[config.mk]
export PLATFORM = sky130hd
export DESIGN_NAME = game_round_ctrl
export DESIGN_NICKNAME = d
export VERILOG_FILES = /design/src/rtl/game_pkg.sv /design/src/rtl/game_lfsr.sv /design/src/rtl/game_round_ctrl.sv
export SDC_FILE = /design/constraint.sdc
export NUM_CORES = 1
export LEC_CHECK = 0
export CAP_MARGIN = 15
export CORE_MARGIN = 10
export CORE_UTILIZATION = 51
export DETAILED_ROUTE_END_ITERATION = 10
export MAX_ROUTING_LAYER = met4
export PLACE_DENSITY = 0.76
export SLEW_MARGIN = 20
export SYNTH_ARGS = -nofsm -noshare
export SYNTH_HDL_FRONTEND = slang
export SYNTH_HIERARCHICAL = 1
export SYNTH_SLANG_ARGS = --single-unit
[constraint.sdc]
create_clock -name clk_1 -period 3 [get_ports clk_1]
set_clock_uncertainty 0.05 [all_clocks]
set_input_delay 0.45 -clock clk_1 [delete_from_list [all_inputs] [get_ports clk_1]]
set_output_delay 0.45 -clock clk_1 [all_outputs]
set_load 0.02 [all_outputs]
[src/rtl/game_pkg.sv]
// game_pkg: shared FSM states, level encodings and LFSR constants for the round controller
package game_pkg;
    typedef enum logic [2:0] {IDLE, GEN, SHOW_ON, SHOW_OFF, INPUT, JUDGE, DONE} state_t;
    localparam logic [1:0] LVL_NONE = 2'd0;
    localparam logic [1:0] LVL_1 = 2'd1;
    localparam logic [1:0] LVL_2 = 2'd2;
    localparam logic [1:0] LVL_3 = 2'd3;
    localparam logic [15:0] LFSR_SEED = 16'hACE1;
    localparam logic [15:0] LFSR_POLY = 16'hB400;
endpackage

[src/rtl/game_lfsr.sv]
// game_lfsr: free-running 16-bit Galois LFSR feeding pattern generation
//   clk_1 - system clock
//   rst   - asynchronous active-low reset, loads LFSR_SEED
//   q     - current LFSR state
module game_lfsr
    import game_pkg::*;
(
    input  logic        clk_1,
    input  logic        rst,
    output logic [15:0] q
);
    always_ff @(posedge clk_1 or negedge rst)
        if (!rst) q <= LFSR_SEED;
        else q <= q[0] ? (q >> 1) ^ LFSR_POLY : q >> 1;
endmodule

[src/rtl/game_round_ctrl.sv]
// game_round_ctrl: memory-game round controller (show pattern, collect presses, judge, score)
//   clk_1, rst        - clock, asynchronous active-low reset
//   start, level      - start a game at difficulty 1..3 (0 ignored)
//   tick              - playback/timeout strobe
//   btn               - single-cycle button press pulses
//   led               - pattern playback, button echo, all-ones when game over
//   round_cnt, score  - rounds completed, saturating score
//   busy              - game in progress
//   round_done/_win   - one-cycle judgement pulse and outcome
//   game_end          - set after the last round until the next start
//   Define GAME_TIMEOUT_EN to judge a round lost after TIMEOUT_TICKS idle ticks in INPUT.
module game_round_ctrl
    import game_pkg::*;
#(
    parameter int N_BTN = 8,
    parameter int MAX_LEN = 16,
    parameter int N_ROUNDS = 10,
    parameter int SCORE_STEP = 10,
    parameter int TIMEOUT_TICKS = 50
) (
    input  logic                          clk_1,
    input  logic                          rst,
    input  logic                          start,
    input  logic [1:0]                    level,
    input  logic                          tick,
    input  logic [N_BTN-1:0]              btn,
    output logic [N_BTN-1:0]              led,
    output logic [$clog2(N_ROUNDS+1)-1:0] round_cnt,
    output logic [15:0]                   score,
    output logic                          busy,
    output logic                          round_done,
    output logic                          round_win,
    output logic                          game_end
);
    localparam int SW = N_BTN > 1 ? $clog2(N_BTN) : 1;
    localparam int IW = $clog2(MAX_LEN);
    localparam int RW = $clog2(N_ROUNDS + 1);

    state_t state, nxt;
    logic [SW-1:0] pattern [MAX_LEN];
    logic [IW-1:0] idx, last;
    logic [15:0] lfsr;
    logic [SW-1:0] sym;
    logic [N_BTN-1:0] cur_hot;
    logic [16:0] sum;
    logic win, go, hit, miss, timeout;

    game_lfsr u_lfsr (.clk_1(clk_1), .rst(rst), .q(lfsr));

    assign sym = SW'(lfsr % N_BTN);
    assign cur_hot = N_BTN'(1) << pattern[idx];
    assign go = start && level != LVL_NONE && (state == IDLE || state == DONE);
    // exact equality with the expected one-hot rejects multi-button presses too
    assign hit = btn == cur_hot;
    assign miss = btn != '0 && !hit;
    assign sum = {1'b0, score} + 17'(SCORE_STEP);

`ifdef GAME_TIMEOUT_EN
    localparam int TW = $clog2(TIMEOUT_TICKS + 1);
    logic [TW-1:0] tcnt;
    always_ff @(posedge clk_1 or negedge rst)
        if (!rst) tcnt <= '0;
        else tcnt <= (state != INPUT || btn != '0) ? '0 : tcnt + TW'(tick);
    assign timeout = state == INPUT && btn == '0 && tick && tcnt == TW'(TIMEOUT_TICKS - 1);
`else
    logic unused_timeout;
    assign unused_timeout = |TIMEOUT_TICKS;
    assign timeout = 1'b0;
`endif

    always_ff @(posedge clk_1 or negedge rst)
        if (!rst) state <= IDLE;
        else state <= nxt;

    always_comb begin
        nxt = state;
        led = '0;
        busy = state != IDLE && state != DONE;
        round_done = state == JUDGE;
        round_win = state == JUDGE && win;
        game_end = state == DONE;
        case (state)
            IDLE, DONE: nxt = go ? GEN : state;
            GEN:        nxt = idx == last ? SHOW_ON : GEN;
            SHOW_ON:    nxt = tick ? SHOW_OFF : SHOW_ON;
            SHOW_OFF:   nxt = !tick ? SHOW_OFF : idx == last ? INPUT : SHOW_ON;
            INPUT:      nxt = (miss || timeout || (hit && idx == last)) ? JUDGE : INPUT;
            JUDGE:      nxt = round_cnt == RW'(N_ROUNDS - 1) ? DONE : GEN;
            default:    nxt = IDLE;
        endcase
        led = state == SHOW_ON ? cur_hot : state == INPUT ? btn : state == DONE ? '1 : '0;
    end

    always_ff @(posedge clk_1 or negedge rst)
        if (!rst) begin
            idx <= '0;
            last <= '0;
            win <= 1'b0;
            round_cnt <= '0;
            score <= '0;
        end else begin
            if (go) begin
                idx <= '0;
                round_cnt <= '0;
                score <= '0;
                last <= level == LVL_1 ? IW'(MAX_LEN / 2 - 1) :
                        level == LVL_2 ? IW'(3 * MAX_LEN / 4 - 1) : IW'(MAX_LEN - 1);
            end
            if (state == GEN || (state == SHOW_OFF && tick) || (state == INPUT && hit))
                idx <= idx == last ? '0 : idx + 1'b1;
            // refreshed every INPUT cycle so the value entering JUDGE is the verdict
            if (state == INPUT) win <= hit && idx == last;
            if (state == JUDGE) begin
                idx <= '0;
                round_cnt <= round_cnt + 1'b1;
                score <= !win ? score : sum[16] ? 16'hFFFF : sum[15:0];
            end
        end

    always_ff @(posedge clk_1)
        if (state == GEN) pattern[idx] <= sym;
endmodule

Word level (Yosys, flattened, before mapping) --
Memories as Yosys holds them, arrays and structs flattened. Cells that the tools add are included.
Operators by class: reduce and logical (&&, ||, !) cells 21, div/mod/pow operators 0, $add $sub $neg 3, bitwise operators 1, multiply operators 0, shift operators 1, multiplexer cells 25, $lt $le $gt $ge 0, eq/ne operators 14
Operators with widths (count):
- 2-to-1 mux 16 bit | 5
- 2-to-1 mux 4 bit | 6
- 2-to-1 mux 8 bit | 3
- one-hot mux 3 bit (6 select lines) | 1
- adder 16 x 4 -> 17 bit (second input constant) | 1
- 2-to-1 mux 3 bit | 5
- equality test 3 bit (second input constant) | 3
- adder 4 x 1 -> 4 bit (second input constant) | 2
- equality test 8 bit | 1
- logical AND 1 bit | 8
- nonzero test 8 bit | 1
- << shifter 1 x 3 -> 8 bit (first input constant) | 1
- equality test 3 x 2 -> 1 bit (second input constant) | 2
- nonzero test 3 bit | 2
- equality test 4 bit | 1
- equality test 4 bit (second input constant) | 1
- logical OR 1 bit | 4
- 2-to-1 mux 1 bit | 4
- inverter 3 -> 4 bit | 1
- nonzero test 2 bit | 2
- equality test 3 x 1 -> 1 bit (second input constant) | 1
- zero test 3 bit | 1
- != test 3 bit (second input constant) | 1
- equality test 2 x 1 -> 1 bit (second input constant) | 1
- 7 further kinds | 7
Storage, ports and cells: memories kept 1, bits in read-only memories 0, output and inout bits 32, register bits after elaboration 48, logic and storage cells 73, input port bits 14, bits in latches 0, memory bits (writable) 48
Memories:
- pattern | words 16, width 3, rd ports 1, clocked after memory_dff 0, write ports 1, line game_round_ctrl.sv:40 | logic [SW-1:0] pattern [MAX_LEN];

Longest topological paths before layout --
An unclocked memory read counts as a cell.
depth after elaboration 8, depth in mapped cells 11, mapped depth without buffers 10

Hierarchy --
The synthesis kept the hierarchy.
Modules (own cells, without submodules):
- game_round_ctrl | instances 1, seq. area each 2217.1 um^2, cells an instance 362, area an instance 4134.0 um^2
- game_lfsr | instances 1, seq. area each 410.4 um^2, cells an instance 19, area an instance 436.7 um^2

Least setup slack after synthesis --
Ideal clock, no wire load.
path type reg2reg, from register idx[0], to register idx[0], path buffers 1, setup slack 0.210 ns, setup time 0.125 ns, stages on the path, launching flop included 11, data arrival time 2.615 ns, period minus slack after synthesis 2.790 ns, data required time 2.825 ns, cell sequence dfrtp_1 > buf_6 > mux4_1 > a22oi_2 > nand3_4 > mux2_4 > a211o_1 > o211ai_2 > o41a_1 > inv_1 > mux2_4
Between the ends: word-level cells in the longest chain between the ends 7, elaborated cells on any way between the ends 11, classes of those cells 1 x add/sub; 2 x eq/ne; 1 x shift; 3 x mux; 3 x reduce/logical; 1 x memory
RTL lines:
- start, declared | line game_round_ctrl.sv:41 | logic [IW-1:0] idx, last;
- start signal, assigned | line game_round_ctrl.sv:110 | idx <= idx == last ? '0 : idx + 1'b1;
- memory (16 x 3 bit)
- << shifter 1 x 3 -> 8 bit | line game_round_ctrl.sv:51 | assign cur_hot = N_BTN'(1) << pattern[idx];
- equality test 8 bit | line game_round_ctrl.sv:54 | assign hit = btn == cur_hot;
- logical AND 1 bit | line game_round_ctrl.sv:109 | if (state == GEN || (state == SHOW_OFF && tick) || (state == INPUT && hit))
- logical OR 1 bit | line game_round_ctrl.sv:109
- 2-to-1 mux 4 bit | line game_round_ctrl.sv:109
- 2-to-1 mux 4 bit | line game_round_ctrl.sv:113 | if (state == JUDGE) begin
Several ways; a longest one is shown, not always the timed one. A chain may end at the register's enable or synchronous reset.

Worst setup path in the final report --
Same ends and word-level chain as after synthesis.

==> flow_summary.ini <==
[outcome]
status = finished with violations
failed_checks = negative setup slack

[global_route]
grt_max_degree = 48
antenna_found_initial = 0
gr-usage-met1_pct = 19.5
grt_first_pass_wirelength_um = 16900
grt_overflow = 0
top_usage_layer = met2
grt_use_met2_pct = 25.9
use_met3_pct = 3.93
track_usage_pct = 16.2
grt_pass1_vias = 3386

[timing]
rsz0062_at_grt = true
worst_slew_pin_slew_ps = 590
tns_ps = -130
fin_crit_sh_pct = 102
min_period_ps = 3060
finalSetupViolCount = 5
max_freq_mhz = 327
hold_violations = 0
final_max_slew_viol_count = 0
slew_headroom_pct = 60.7
setup_ws_ps = -55.5

[setup_path]
cp_data_required_time_ps = 3210
critPathArrivalTime_ps = 3260
cpMostUsedCell = buf_4
crit_type = flop to flop
slowest_delay_ps = 510
crit_path_top_delay_cell = mux4_2
crit_path_start_kind = flop
rrSetupSlack_ps = -60
worst_setup_path_end_kind = flop
worstPathCellList = buf_4 -> mux4_2 -> a22oi_2 -> nand3_4 -> nor2b_4 -> buf_4 -> mux2_2 -> o211ai_2 -> o41a_1 -> inv_2 -> mux2_4
cp_max_fo = 6

[drt]
drc = 0
wl_um = 10400
drtAntennaViolNets = 0
wl_per_cell_um = 18.2
dr.pass1.iters = 5
post_drt_via_cell_ratio = 5.96
dr.first_iter.drc_count = 270
num_vias = 3392

[clocking]
clock_latency_ps = 360
cts_made_buffers = 9
tritoncts = done
cts_sinks = 95
cts_max_path_buffers = 2
ctsRootBufferMaster = clkbuf_8
clkSlewWorstSetupHoldPaths_ps = 100
h-tree-depth = 3
hold_buffers = 0

[power_and_ir_drop]
leakage_uw = 0.00214
p_per_area_nw_per_um2 = 903
peakVddDrop_mv = 0.403

[synthesis]
synth_area_leader_cell = edfxtp_1
synth-edff-count = 48
ys_seq_area_share_pct = 57.5
synthCells = 381
synthArstFlopShare_pct = 49.5
synth_top_area_share_pct = 31.5
synth_ff_type = edfxtp_1
yosysMostFrequentCell = edfxtp_1
ys_warn_count = 6
synth_nets = 402
synth.distinct_cells = 67
synth_seq_cells = 95
synthTopCellsByCount = edfxtp_1 (48), nand2_1 (45), dfrtp_1 (39)
netlist_area_sq_um = 4570
synth.avg_cell_area_sq_um = 12.0
synth_area_leaders = edfxtp_1 (32%), dfrtp_1 (21%), dfstp_2 (4.6%)

[floorplan]
row_count = 34
ioPinCount = 46
die-width_um = 115
dieArea_sq_um = 13100
die_h_um = 115
coreArea_sq_um = 8720
start_util_pct = 52.4

[placement]
post-place-ws_ps = -125
numPortBuffers = 45
place_hpwl_um = 7000
gp_congestion = 0.876

[run]
maxCapViolCount = 0

[finish]
n_antenna_cell = 0
drive_gt1_share_pct = 23.6
nets = 477
n_fill_cell = 628
area_delta_synth_final_pct = 23.2

[worst_hold_path]
hp-class = primary input to async pin
## layout by cell type, fill, tap and decap left out, drive strengths merged, types with 2 or more instances in the layout
master          n
nor3            5
a22oi           2
nor2           36
nand2b          4
o211ai          6
o21a            2
nor3b           2
xnor2           4
edfxtp         48
ha              7
xor2            6
mux4           12
nand3b          3
o311ai          6
and2            3
clkdlybuf4s50  36
mux2            5
nand3          26
a22o            2
nor4b           3
inv            14
a21oi          13
bufinv          2
mux2i           3
or2             2
clkbuf          9
or3             4
nand4           5
nand2          45
dfstp           8
a211oi          2
a21o            2
dfrtp          39
buf            42
nor2b           6
or3b            2
a31oi           3
clkinvlp        2
o21ai          25
## cell families after synthesis
kind of cell | count (synthesis) | synth area share [%]
AND/OR/NAND/NOR | 150 | 16.5
flip-flops | 95 | 57.5
AO/OA/AOI/OAI | 73 | 10.9
buffers and inverters | 27 | 2.87
multiplexers | 19 | 8.38
XOR/XNOR | 10 | 1.92
adder cells (fa/ha/maj) | 7 | 1.92
## final timing paths
kind	from	end	depth (start not counted)
setup / recovery	idx[0]$_DFFE_PN0P_	idx[0]$_DFFE_PN0P_	11
hold / removal	rst	score[0]$_DFFE_PN0P_	1
setup reg to reg	idx[0]$_DFFE_PN0P_	idx[0]$_DFFE_PN0P_	11
hold reg to reg	u_lfsr/q[3]$_DFF_PN0_	u_lfsr/q[2]$_DFF_PN0_	0
max in group asynchronous	rst	idx[1]$_DFFE_PN0P_	1
min in group clk_1	u_lfsr/q[3]$_DFF_PN0_	u_lfsr/q[2]$_DFF_PN0_	0
## area by class of cell
type	instances	area, sq um	share of cell area (%)
Clock buffer	9	124	2.20
Inverter	12	45.0	0.800
Sequential cell	95	2630	46.7
Timing Repair Buffer	78	704	12.5
Clock inverter	7	104	1.84
Tap cell	108	135	2.40
Multi-Input combinational cell	260	1890	33.5
## state kept, by name, summed over array words and instances (netlist names)
name	flops
u_lfsr/q	16
round_cnt	4
state	3
win	1
idx	4
pattern	48
last	3
score	16
## critical path, delay by kind of cell, from the launching register on
| kind | cells | cell delay (ps) |
|---|---|---|
| muxes | 3 | 1090 |
| AOI/OAI and AO/OA | 3 | 720 |
| and+or+nand+nor | 2 | 300 |
| DFF | 1 | 460 |
| buffers and inverters | 3 | 320 |
## where the power goes
part / total [uW] / internal, uW / switching (uW) / leakage (uW)
combinational: 2420 / 1190 / 1230 / 0.00103
clock: 948 / 479 / 468 / 0.000108
sequential: 1720 / 1540 / 178 / 0.00100
## through the flow
step | hold slack (ps) | area [sq um] | cells | util, % | total power [uW]
after global routing | 54.2 | 5630 | 569 | 64.5 | 5360
after floorplan | 104 | 4570 | 381 | - | 3050
after CTS | 230 | 5530 | 566 | 63.4 | 4860
final | 19.9 | 5630 | 569 | 64.5 | 5080
after global placement | 284 | 5240 | 542 | 60.1 | 3640
after detailed placement | 288 | 5240 | 542 | 60.1 | 3710
## per-layer routing
| metal | wire length, um | share of wire [%] |
|---|---|---|
| met5 | 0 | 0 |
| met4 | 159 | 1.5 |
| met1 | 4380 | 42 |
| met3 | 692 | 6.7 |
| met2 | 5130 | 49 |
## what timing repair did
action                                  in CTS  in global routing
setup buffers                                7                  3
endpoints found under the setup margin      13                 13
cloned                                       1                  0
pin swaps                                    6                 14
gates resized for setup                     46                 30
(Power assumes the default switching activity.)
